===== config.mk =====
export PLATFORM = sky130hd
export DESIGN_NAME = bin_down_counter_flat
export DESIGN_NICKNAME = d
export VERILOG_FILES = /design/src/rtl/bin_down_counter_if.sv /design/src/rtl/bin_down_counter.sv /design/src/flat_wrapper.sv
export SDC_FILE = /design/constraint.sdc
export NUM_CORES = 1
export LEC_CHECK = 0
export CAP_MARGIN = 20
export CORE_AREA = 2 2 39 41
export DETAILED_ROUTE_END_ITERATION = 10
export DIE_AREA = 0 0 41 43
export PLACE_DENSITY = 0.65
export SYNTH_ARGS = -nofsm -noshare
export SYNTH_HDL_FRONTEND = slang
export SYNTH_SLANG_ARGS = --single-unit

===== constraint.sdc =====
create_clock -name clk -period 4.3 [get_ports clk]
set_input_delay 0.645 -clock clk [delete_from_list [all_inputs] [get_ports clk]]
set_output_delay 0.645 -clock clk [all_outputs]
set_load 0.1 [all_outputs]

===== src/rtl/bin_down_counter_if.sv =====
// Control/status bundle for bin_down_counter: load/run requests in, count and status out.
interface bin_down_counter_if #(
  parameter int COUNTER_WIDTH = 4
);
  logic                     load;
  logic [COUNTER_WIDTH-1:0] load_value;
  logic                     en;
  logic                     abort;
  logic [COUNTER_WIDTH-1:0] data_out;
  logic                     busy;
  logic                     done;

  modport master (
    output load, load_value, en, abort,
    input  data_out, busy, done
  );

  modport slave (
    input  load, load_value, en, abort,
    output data_out, busy, done
  );
endinterface


===== src/rtl/bin_down_counter.sv =====
// Loadable binary down counter with IDLE/RUN control and a registered terminal-count pulse.
// Define BIN_DOWN_COUNTER_AUTORELOAD_EN to reload the last loaded value at terminal count.
module bin_down_counter #(
  parameter int COUNTER_WIDTH = 4
) (
  input  logic               clk,
  input  logic               rst,
  bin_down_counter_if.slave  bus
);

  typedef enum logic {
    IDLE = 1'b0,
    RUN  = 1'b1
  } state_t;

  state_t                   state, state_nxt;
  logic [COUNTER_WIDTH-1:0] count, count_nxt;
  logic                     done_q, done_nxt;

`ifdef BIN_DOWN_COUNTER_AUTORELOAD_EN
  logic [COUNTER_WIDTH-1:0] reload, reload_nxt;

  always_ff @(posedge clk or negedge rst) begin
    if (!rst) reload <= '0;
    else      reload <= reload_nxt;
  end
`endif

  always_ff @(posedge clk or negedge rst) begin
    if (!rst) begin
      state  <= IDLE;
      count  <= '0;
      done_q <= 1'b0;
    end else begin
      state  <= state_nxt;
      count  <= count_nxt;
      done_q <= done_nxt;
    end
  end

  always_comb begin
    state_nxt = state;
    count_nxt = count;
    done_nxt  = 1'b0;
`ifdef BIN_DOWN_COUNTER_AUTORELOAD_EN
    reload_nxt = reload;
`endif
    case (state)
      IDLE: begin
        // abort outranks load; a zero load terminates immediately
        if (!bus.abort && bus.load) begin
          count_nxt = bus.load_value;
`ifdef BIN_DOWN_COUNTER_AUTORELOAD_EN
          reload_nxt = bus.load_value;
`endif
          if (bus.load_value != '0) state_nxt = RUN;
          else                      done_nxt  = 1'b1;
        end
      end
      RUN: begin
        if (bus.abort) begin
          count_nxt = '0;
          state_nxt = IDLE;
        end else if (bus.en) begin
          if (count > COUNTER_WIDTH'(1)) begin
            count_nxt = count - COUNTER_WIDTH'(1);
          end else begin
            done_nxt = 1'b1;
`ifdef BIN_DOWN_COUNTER_AUTORELOAD_EN
            count_nxt = reload;
`else
            count_nxt = '0;
            state_nxt = IDLE;
`endif
          end
        end
      end
      default: begin
        count_nxt = '0;
        state_nxt = IDLE;
      end
    endcase
  end

  assign bus.data_out = count;
  assign bus.busy     = (state == RUN);
  assign bus.done     = done_q;

endmodule

===== src/flat_wrapper.sv =====
// flat-port wrapper written by rule: the top's interface ports become plain ports
module bin_down_counter_flat 
#(
  parameter int COUNTER_WIDTH = 4
)
  (clk, rst, bus_load, bus_load_value, bus_en, bus_abort, bus_data_out, bus_busy, bus_done);
  bin_down_counter_if #(.COUNTER_WIDTH(COUNTER_WIDTH)) bus_i ();
  input  logic clk;
  input  logic rst;
  input wire logic [$bits(bus_i.load)-1:0] bus_load;
  input wire logic [$bits(bus_i.load_value)-1:0] bus_load_value;
  input wire logic [$bits(bus_i.en)-1:0] bus_en;
  input wire logic [$bits(bus_i.abort)-1:0] bus_abort;
  output wire logic [$bits(bus_i.data_out)-1:0] bus_data_out;
  output wire logic [$bits(bus_i.busy)-1:0] bus_busy;
  output wire logic [$bits(bus_i.done)-1:0] bus_done;
  assign bus_i.load = bus_load;
  assign bus_i.load_value = bus_load_value;
  assign bus_i.en = bus_en;
  assign bus_i.abort = bus_abort;
  assign bus_data_out = bus_i.data_out;
  assign bus_busy = bus_i.busy;
  assign bus_done = bus_i.done;
  bin_down_counter #(.COUNTER_WIDTH(COUNTER_WIDTH)) u_core (.clk(clk), .rst(rst), .bus(bus_i));
endmodule

Word level (Yosys, flattened, before mapping)
Index checks and enable logic that the tools add are counted.
W data, S select, Z words.
Storage, ports and cells
  bits in registers: 6
  output and inout bits: 6
Operators by class
  $add $sub $neg: 1
  order comparisons: 1
  equal/unequal tests: 2
  mux-type cells: 17
  bitwise gates (word level): 1
  reduce and logical (&&, ||, !) cells: 4
Operator list (count)
  $mux W4: 4
  $mux W1: 10
  $pmux W4 S2: 1
  $gt A4 B1 Y1 const B: 1
  $pmux W1 S2: 2
  $reduce_bool A4 Y1: 1
  $sub A4 B1 Y4 const B: 1
  $ne A3 B3 Y1 const B: 1
  $ne A2 B1 Y1 const B: 1
  $reduce_and A2 Y1: 1
  $logic_and A1 B1 Y1: 1
  $logic_not A1 Y1: 1
  $not A1 Y1: 1

Longest topological paths before layout
Gate-level depths: netlist of run 1.
  word-level depth: 5
  mapped depth: 5

Worst setup path before layout of run 1
OpenSTA, ideal clock, no wires.
  path kind: flip-flop to flip-flop
  start: register u_core.state (netlist: u_core.bus.busy)
  end: register u_core.count[3] (netlist: u_core.bus.data_out[3])
  arrival: 1.885 ns
  path slack: 2.291 ns
  cell stages (with the launch flop): 4
  buffers on the path: 0
  clock period less this slack: 2.009 ns
  cells stage by stage: dfrtp_1 o21ai_0 and3_1 a211o_1
Between the ends
  longest elaborated chain between the ends: 3
  elaborated cells between the ends (all ways): 5
  classes of those cells: eq/ne: 2; mux: 1; bitwise: 1; reduce/logical: 1
RTL lines
  from (decl): line bin_down_counter.sv:16  | state_t state, state_nxt;
  from (signal assigned): line bin_down_counter.sv:35  | state <= state_nxt;
  $not A1 Y1
  $ne A2 B1 Y1 (no source line)
  $reduce_and A2 Y1 (no source line)
  to (signal assigned): line bin_down_counter.sv:36  | count <= count_nxt;
  to (decl): line bin_down_counter.sv:17  | logic [COUNTER_WIDTH-1:0] count, count_nxt;
Parallel ways exist; a longest one is shown, timed or not.
A chain may end at the register's enable or synchronous reset.

Worst setup path in the final report of run 1
  start: register u_core.count[3] (netlist: u_core.bus.data_out[3])
  end: output port bus_data_out[3]
RTL lines
  to (decl): line flat_wrapper.sv:14  | output wire logic [$bits(bus_i.data_out)-1:0] bus_data_out;
No word-level cell between the ends.

==> results of run 1 <==
==> cell type report <==
cell class / count / area share
inverter: 6 / 0.0381
timing repair buffer: 14 / 0.237
tap: 16 / 0.0338
sequential: 6 / 0.254
multi-input combinational: 31 / 0.400
clock buffer: 3 / 0.0381
==> layout by cell type, fill, tap and decap left out, types with 2 or more instances in the layout <==
cell type,netlist,routed
a21oi_1,2,2
a22o_1,2,2
a22oi_1,2,2
a2bb2oi_1,2,2
clkbuf_4,0,3
clkdlybuf4s50_1,0,14
dfrtp_1,6,6
ha_1,2,2
inv_1,6,6
nand2_1,2,2
nand4b_1,2,2
nor2_1,2,2
nor4_1,2,2
o311ai_0,2,2
==> worst max path at each step <==
stage | start | end | slack, ps
final | u_core.bus.data_out[3] | bus_data_out[3] | 1760
after global routing | u_core.bus.busy | bus_busy | 1700
after CTS | u_core.bus.busy | bus_busy | 1770
after detailed placement | u_core.bus.busy | bus_busy | 2030
after global placement | u_core.bus.busy | bus_busy | 2030
after floorplan | u_core.bus.busy | u_core.bus.data_out[3] | 2290
==> sequential cells by signal (all words and copies together) (netlist names) <==
signal               count
u_core.bus.done          1
u_core.bus.busy          1
u_core.bus.data_out      4
==> cell usage after synthesis (2+ instances only) <==
| cell type | instances | share of area |
|---|---|---|
| nor4_1 | 2 | 0.031 |
| o311ai_0 | 2 | 0.043 |
| ha_1 | 2 | 0.061 |
| nand2_1 | 2 | 0.018 |
| a21oi_1 | 2 | 0.024 |
| dfrtp_1 | 6 | 0.37 |
| nor2_1 | 2 | 0.018 |
| a22o_1 | 2 | 0.043 |
| a22oi_1 | 2 | 0.037 |
| inv_1 | 6 | 0.055 |
| a2bb2oi_1 | 2 | 0.043 |
| nand4b_1 | 2 | 0.043 |
==> per-stage QoR <==
step	setup WS [ps]	std cells	hold slack, ps	instance area (um^2)	total power [W]
6_report	1760	76	628	592	0.000320
5_1_grt	1700	76	653	592	0.000337
4_1_cts	1770	76	622	592	0.000318
3_5_place_dp	2030	73	613	569	0.000265
3_3_place_gp	2030	73	612	569	0.000264
2_1_floorplan	2290	43	349	409	0.000218
==> layer usage <==
| metal | part of all wire | GRT usage | vias to the layer above | wire, um |
|---|---|---|---|---|
| li1 | - | - | 205 | - |
| met1 | 0.43 | 0.199 | 205 | 502 |
| met2 | 0.46 | 0.250 | 24 | 533 |
| met3 | 0.10 | 0.0471 | 3 | 118 |
| met4 | 0.014 | 0.0600 | 0 | 16 |
| met5 | 0 | 0 | - | 0 |
==> power groups by stage <==
| stage | clock (W) | combinational, W | sequential (W) |
|---|---|---|---|
| after CTS | 0.0000531 | 0.000176 | 0.0000893 |
| after floorplan | 0 | 0.0000451 | 0.000172 |
| after detailed placement | 0 | 0.000175 | 0.0000898 |
| final | 0.0000540 | 0.000176 | 0.0000901 |
| after global placement | 0 | 0.000174 | 0.0000892 |
| after global routing | 0.0000563 | 0.000188 | 0.0000921 |
==> logic make-up (layout without fill, tap and decap cells) <==
logic type,after synthesis,count (layout)
buffers and inverters,6,23
AND/OR/NAND/NOR,13,13
adder cells (fa/ha/maj),2,2
flip-flops,6,6
AO/OA/AOI/OAI,16,16
==> impl_results.md, run 1 <==
* Synthesized area at a little over 400 um^2
* Setup violations, final at 0
* Die ar. at 1760 um^2
* Status: finished clean
* Syn_nets at 54
* CTS tree: done
* RR Startpoint: u_core.bus.busy
* Delay-heaviest family, CP: buffers and inverters
* Layout Utilization at 0.428
* Final HPWL from detailed placement at 827 um
* Layout area overhead at 44.6%
* Combinational power share at 0.550
* Slew Viols, Final at 0
* Critical path launch point type: flop
* IO Pins at 15
* DIE HEIGHT at approximately 43 um
* Netlist cell types at 23
* Post-DRT Antenna Nets at 0
* Fmax achieved at 393 MHz
* Synth Area in Compound Gates at 0.315
* Register area at 150 um^2
* Seq pwr share at 0.282
* WL final at 1170 um
* Vias in the first global route at 399
* RSZ-0062 raised after global routing: no
* Register area share after synthesis at 0.367
* Cell leakage power at 0.258 nW
* Synthesis Warnings at 0
* Clk pwr share at 0.169
* DRC violations left at 0
* Avg Synthesized Cell Area at between 9 and 10 um^2
* CTS resizes at 0
* Minimum clock period at 2540 ps
* Global-route wire length before repair at ~1800 um
* Iter 0 DRT Violations at 7
* Synthesized flop and latch total at 6
* EDFF count, synth at 0
* Overall Global Routing Usage at 0.160
* Mapped Cells at 43
* Switching part of the total at 0.525
* Tcrit/Tclk final at 0.592
* Hold path start: u_core.bus.data_out[1]
* P_sw at about 0.00017 W
* Peak VDD IR at 0.331 mV
* Total CTS buffers at 3
* Crit path max fanout at 9
* Htree depth at 1
* Largest net degree at the start of global routing at 10
* Hold Vio Cnt, Final at 0
* Width of the die at 41 um
* Worst Reg2Reg Path Length in Cells at 3
* Xor-xnor portion of the synthesized cell area at 0
* WP data required at between 3000 and 4000 ps
* Pint at 0.000152 W
* Post-synthesis mux area share at 0
* Fill cells at between 150 and 200
* Antenna violations before repair at 0
* Worst min-delay path endpoint: u_core.bus.data_out[1]
* Simple-Gate Fraction of Synth Area at 0.202
* Pwr Density at ~540 nW/um^2
* Site Rows at 14
* Final worst clock skew at between 0.5 and 0.6 ps
* Critical path arrival at between 1500 and 2000 ps
* Starting Density at 0.296
* Crit-path cells: clkdlybuf4s50_1
* Area of the multi-input gates at 236 um^2
* Total gr overflow at 0
* Clock transition at path regs at 50 ps
* Max-Cap Viols at 0
* Port Buf Inserts at 14
* Avg WL per Cell at 15.4 um
* Hold path cells at 1
* Post-CTS setup buffer count at 0
* Critical path depth at 1
* Nets at 73
* CTS sink count at 6
* Post-Synth Adder-Cell Area at 0.0612
* Via Count at roughly 440
* CORE AREA at around 1400 um^2
* Async SR Flop Fraction at 1.00
* Number of vias per cell at between 5 and 6
* Slowest-stage cell, CP: clkdlybuf4s50_1
* Crit Path Class: reg2out
* CTS Hold Bufs at 0
* Slew Limit Headroom at 0.356
* Reg2reg setup slack at 2810 ps
* Critical R2R Capture: u_core.bus.data_out[3]
* Setup TNS at 0 ps
* Class of the worst hold path: reg2reg
* Main combinational cell family by area after synthesis: compound AO/OA/AOI/OAI gates
* Crit. End Element: output pin
* GP Congestion at 0.787
* Clk Latency, worst-skew pair at between 200 and 300 ps
* CTS Buffer Depth at 2
* Number of buffers and inverters on the critical path at 1
* Inserted Diodes at 0
* Root buf cell: clkbuf_4
* Layout cells sized above 1 at 0.0667
* DR pass1 iterations at 4
* Ys flop type: dfrtp_1
* Crit-path max cell delay at around 1200 ps
* Worst-margin pin slew at 963 ps
Note: power is estimated with default switching activity, not from simulation.
==> run 2: changes to the inputs <==
PLACE_DENSITY = 0.67   (was 0.65)
clock period = 2.2 ns   (was 4.3 ns; I/O delays follow)
==> run 2 against run 1 <==
Net effect: combinational power increased by 89%; die area unchanged; clock skew increased by 3.9 ps; first-iteration DRC count increased by 43%; non-clock buffer count unchanged; clock power increased by 81%; utilization decreased by 1.1 points; largest cell class unchanged.
==> impl_results.md, run 2 (synthesis results as in run 1) <==
* Site Rows at 14 (unchanged)
* Inserted Diodes at 0 (unchanged)
* Die ar. at 1760 um^2 (unchanged)
* DIE HEIGHT at 43 um (unchanged)
* Antenna violations before repair at 0 (unchanged)
* Status: finished clean
* Pwr Density at 1060 nW/um^2 (+96%)
* Worst-margin pin slew at 442 ps (-521 ps)
* Global-route wire length before repair at 1730 um (-6.4%)
* Cell leakage power at 0.266 nW (+2.9%)
* Setup TNS at 0 ps (unchanged)
* WP data required at 2320 ps (-1330 ps)
* CTS Hold Bufs at 0 (unchanged)
* Largest net degree at the start of global routing at 10 (unchanged)
* Crit. End Element: flop
* Overall Global Routing Usage at 0.145 (-0.0155)
* Setup violations, final at 0 (unchanged)
* Hold Vio Cnt, Final at 0 (unchanged)
* Register area at 150 um^2 (unchanged)
* Commonest non-fill, non-tap cell in the layout: clkdlybuf4s50_1
* CTS Buffer Depth at 2 (unchanged)
* Crit-path max cell delay at 500 ps (-680 ps)
* Width of the die at 41 um (unchanged)
* Max-Cap Viols at 0 (unchanged)
* Post-CTS setup buffer count at 0 (unchanged)
* Total CTS buffers at 3 (unchanged)
* Clk Latency, worst-skew pair at 240 ps (about the same)
* Post-DRT Antenna Nets at 0 (unchanged)
* GP Congestion at 0.717 (-8.9%)
* GR Util met2 at 0.200 (-0.0500)
* RSZ-0062 raised after global routing: no
* Starting Density at 0.296 (unchanged)
* CTS tree: done
* Commonest non-fill, non-tap cells in the layout: 8 x clkdlybuf4s50_1, 6 x inv_1, 6 x buf_4, 6 x dfrtp_1, 3 x clkbuf_4
* Layout cells sized above 1 at 0.167 (+0.100)
* Crit path max fanout at 6 (-3)
* Htree depth at 1 (unchanged)
* CTS resizes at 0 (unchanged)
* IO Pins at 15 (unchanged)
* Critical path launch point type: input port
* CTS sink count at 6 (unchanged)
* Area of the multi-input gates at 236 um^2 (unchanged)
* Final worst clock skew at 4.53 ps (+3.95 ps)
* Port Buf Inserts at 14 (unchanged)
* Crit Path Class: in2reg
* Slew Viols, Final at 0 (unchanged)
* Slowest-stage cell, CP: clkdlybuf4s50_1
* Total gr overflow at 0 (unchanged)
* WL final at 1050 um (-9.8%)
* Number of vias per cell at 5.41 (-5.9%)
* Number of buffers and inverters on the critical path at 1 (unchanged)
* Via Count at 411 (-5.9%)
* Max reg flops at 4 (unchanged)
* Fmax achieved at 617 MHz
* Peak VDD IR at 0.767 mV (+130%)
* Root buf cell: clkbuf_4
* DRC violations left at 0 (unchanged)
* Iter 0 DRT Violations at 10 (+3)
* Critical path arrival at 1740 ps (-160 ps)
* Total chip power at 0.000611 W (+91%)
* Crit-path cells: clkdlybuf4s50_1 > o21ai_0 > nand2_1 > a211o_1
* Delay-heaviest family, CP: compound AO/OA/AOI/OAI gates
* Class of the worst hold path: in2async
* Fill cells at 139 (-9.7%)
* Met3 usage at 0.0838 (+0.0366)
* Grt met1 use at 0.201 (+0.00198)
* Clock transition at path regs at 40 ps (about the same)
* Busiest layer in global routing: met1
* DR pass1 iterations at 3 (-1)
* Avg WL per Cell at 13.9 um (-9.8%)
* Tcrit/Tclk final at 0.737
* Minimum clock period at 1620 ps
* CORE AREA at 1380 um^2 (unchanged)
* Final HPWL from detailed placement at 807 um (-2.5%)
* Layout area overhead at 41.0%
* Nets at 73 (unchanged)
* Slew Limit Headroom at 0.702 (+0.346)
* Vias in the first global route at 410 (+2.8%)
run 2: layer usage:
layer	up-vias	part of all wire
met1	189	0.47
met2	18	0.43
met3	0	0.10
met4	0	0
met5	-	0
li1	204	-
run 2: report_power, final:
group | switching, W | internal [W] | total (W) | leakage [nW]
registers | 0.0000482 | 0.000134 | 0.000182 | 0.0742
logic | 0.000239 | 0.0000935 | 0.000332 | 0.178
clock network | 0.0000360 | 0.0000615 | 0.0000975 | 0.0138
total | 0.000323 | 0.000288 | 0.000611 | 0.266
run 2: path summary, 6_finish.rpt:
| path | from | end | slack, ps | depth (start not counted) |
|---|---|---|---|---|
| max | bus_abort | u_core.bus.data_out[3] | 580 | 4 |
| min | rst | u_core.bus.busy | 320 | 1 |
| max reg2reg | u_core.bus.busy | u_core.bus.data_out[3] | 710 | 3 |
| min reg2reg | u_core.bus.data_out[1] | u_core.bus.data_out[1] | 620 | 1 |
| max in group asynchronous | rst | u_core.bus.data_out[1] | 1670 | 1 |
| min in group clk | u_core.bus.data_out[1] | u_core.bus.data_out[1] | 620 | 1 |
run 2: area by class of cell:
cell class                      count  area share
Clock buffer                        3      0.0390
Timing Repair Buffer               14       0.217
Tap cell                           16      0.0347
Multi-Input combinational cell     31       0.410
Sequential cell                     6       0.260
Inverter                            6      0.0390
run 2: metrics by stage:
stage,hold slack (ps),std cells,utilization,area [um^2],setup WS [ps]
6_report,322,76,0.417,577,578
5_1_grt,342,76,0.417,577,473
4_1_cts,331,76,0.417,577,591
3_5_place_dp,586,73,0.401,554,351
3_3_place_gp,586,73,0.401,554,364
2_1_floorplan,34.4,43,-,409,191
==> run 3: changes to the inputs <==
PLACE_DENSITY = 0.65   (was 0.67)
clock period = 1.5 ns   (was 2.2 ns; I/O delays follow)
==> run 3 against run 2 <==
Net effect: total power up 83%; combinational power up 100%; final area up 31%; clock-buffer cell count up 1; critical path type is now reg2reg; sequential share of layout area down 4.3 points; critical endpoint is now u_core.bus.data_out[2]; routed wire length up 21%.
==> impl_results.md, run 3 (synthesis results as in run 1) <==
* Largest net degree at the start of global routing at 10 (unchanged)
* Overall Global Routing Usage at 0.177 (+0.0322)
* DRC violations left at 0 (unchanged)
* Pwr Density at 1480 nW/um^2 (+40%)
* Inserted Diodes at 0 (unchanged)
* Max reg flops at 4 (unchanged)
* Setup TNS at 0 ps (unchanged)
* Critical path arrival at 1580 ps (-160 ps)
* GP Congestion at 0.834 (+16%)
* Starting Density at 0.296 (unchanged)
* Layout Utilization at 0.545 (+0.128)
* RSZ-0062 raised after global routing: no
* Placed insts at 82 (+12%)
* Hold slack at 232 ps (-90.3 ps)
* Crit Path Class: reg2reg
* Status: finished clean
* Total gr overflow at 0 (unchanged)
* Worst Reg2Reg Path Length in Cells at 3 (unchanged)
* Crit. End Element: flop
* Layout area overhead at 84.4%
* Reg2reg setup slack at 60 ps (-650 ps)
* Worst-margin pin slew at 415 ps (-27.8 ps)
* Commonest non-fill, non-tap cells in the layout: 9 x buf_4, 8 x clkdlybuf4s50_1, 6 x inv_1, 6 x buf_12
* Final HPWL from detailed placement at 937 um (+16%)
* Hold Vio Cnt, Final at 0 (unchanged)
* Placed Area at 716 um^2 (+29%)
* Final Non-Filler Cells at 86 (+13%)
* Iter 0 DRT Violations at 11 (+1)
* Post-DRT Antenna Nets at 0 (unchanged)
* Setup violations, final at 0 (unchanged)
* Crit path max fanout at 5 (-1)
* WL final at 1270 um (+21%)
* Nets at 82 (+12%)
* Max-Cap Viols at 0 (unchanged)
* IO Pins at 15 (unchanged)
* Vias in the first global route at 441 (+7.6%)
* Post-CTS setup buffer count at 0 (unchanged)
* Die ar. at 1760 um^2 (unchanged)
* Avg WL per Cell at 14.8 um (+6.8%)
* Critical path launch point type: flop
* Slew Limit Headroom at 0.721 (+0.0187)
* Width of the die at 41 um (unchanged)
* Global-route wire length before repair at 2000 um (+16%)
* Layout cells sized above 1 at 0.414 (+0.248)
* Htree depth at 1 (unchanged)
* CTS tree: done
* CTS Buffer Depth at 2 (unchanged)
* Port Buf Inserts at 14 (unchanged)
* DR pass1 iterations at 4 (+1)
* CTS sink count at 6 (unchanged)
* Commonest non-fill, non-tap cell in the layout: buf_4
* Root buf cell: clkbuf_4
* DIE HEIGHT at 43 um (unchanged)
* Clk Latency, worst-skew pair at 250 ps (about the same)
* Cell leakage power at 0.328 nW (+23%)
* WP data required at 1640 ps (-680 ps)
* Number of vias per cell at 5.37 (-0.66%)
* Peak VDD IR at 0.870 mV (+13%)
* Antenna violations before repair at 0 (unchanged)
* RR Startpoint: u_core.bus.busy
* Total CTS buffers at 3 (unchanged)
* Via Count at 462 (+12%)
* Clock transition at path regs at 60 ps (+20 ps)
* Tcrit/Tclk final at 0.959
* Final worst clock skew at 3.33 ps (-1.20 ps)
* Site Rows at 14 (unchanged)
* Fmax achieved at 695 MHz
* Minimum clock period at 1440 ps
* CORE AREA at 1380 um^2 (unchanged)
* Class of the worst hold path: in2async
* Final instance area at 754 um^2 (+31%)
* Slew Viols, Final at 0 (unchanged)
* Critical R2R Capture: u_core.bus.data_out[2]
run 3: worst max-delay path, stage by stage, from the launching register on:
cell and delay [ps]:
dfrtp_4 490, or3b_4 400, a22o_1 210, a22o_1 230
run 3: repair_timing:
item / 4_1_cts / 5_1_grt
resized for setup: 0 / 5
hold buffers: 0 / 0
endpoints found under the setup margin: 0 / 3
run 3: worst max-delay path by stage:
stage                     slack, ps                endpoint  cells after the start              startpoint
after global placement         -160  u_core.bus.data_out[2]                      4               bus_abort
after CTS                        40  u_core.bus.data_out[3]                      5  u_core.bus.data_out[1]
after global routing              5  u_core.bus.data_out[3]                      5  u_core.bus.data_out[0]
after detailed placement       -160  u_core.bus.data_out[2]                      4                bus_load
final                            60  u_core.bus.data_out[2]                      3         u_core.bus.busy
after floorplan                -100  u_core.bus.data_out[2]                      3         u_core.bus.busy
run 3: where the power goes:
part | total (W) | internal [W] | switching [W] | leakage, nW
Sequential | 0.000276 | 0.000210 | 0.0000656 | 0.0688
Combinational | 0.000669 | 0.000274 | 0.000395 | 0.244
Clock | 0.000175 | 0.000102 | 0.0000730 | 0.0150
Total | 0.00112 | 0.000586 | 0.000533 | 0.328
run 3: layout make-up:
class,count,area (um^2)
fillers,122,629
repair buffers,23,268
clock buffers,4,26.3
well taps,16,20.0
flip-flops and latches,6,164
inverters,6,22.5
multi-input cells,31,254
run 3: metal layers:
metal	global-route usage	wire, um	vias to the layer above	part of all wire
met3	0.0785	76	2	0.060
met1	0.230	541	222	0.42
met5	0	0	-	0
li1	-	-	223	-
met2	0.263	642	15	0.50
met4	0.0400	14	0	0.011
run 3: through the flow:
step                      total power, W  setup WS [ps]
after floorplan                 0.000646          -97.1
after global placement          0.000926           -156
after detailed placement        0.000931           -165
after CTS                        0.00111           37.3
after global routing             0.00117           4.91
final                            0.00112           61.6
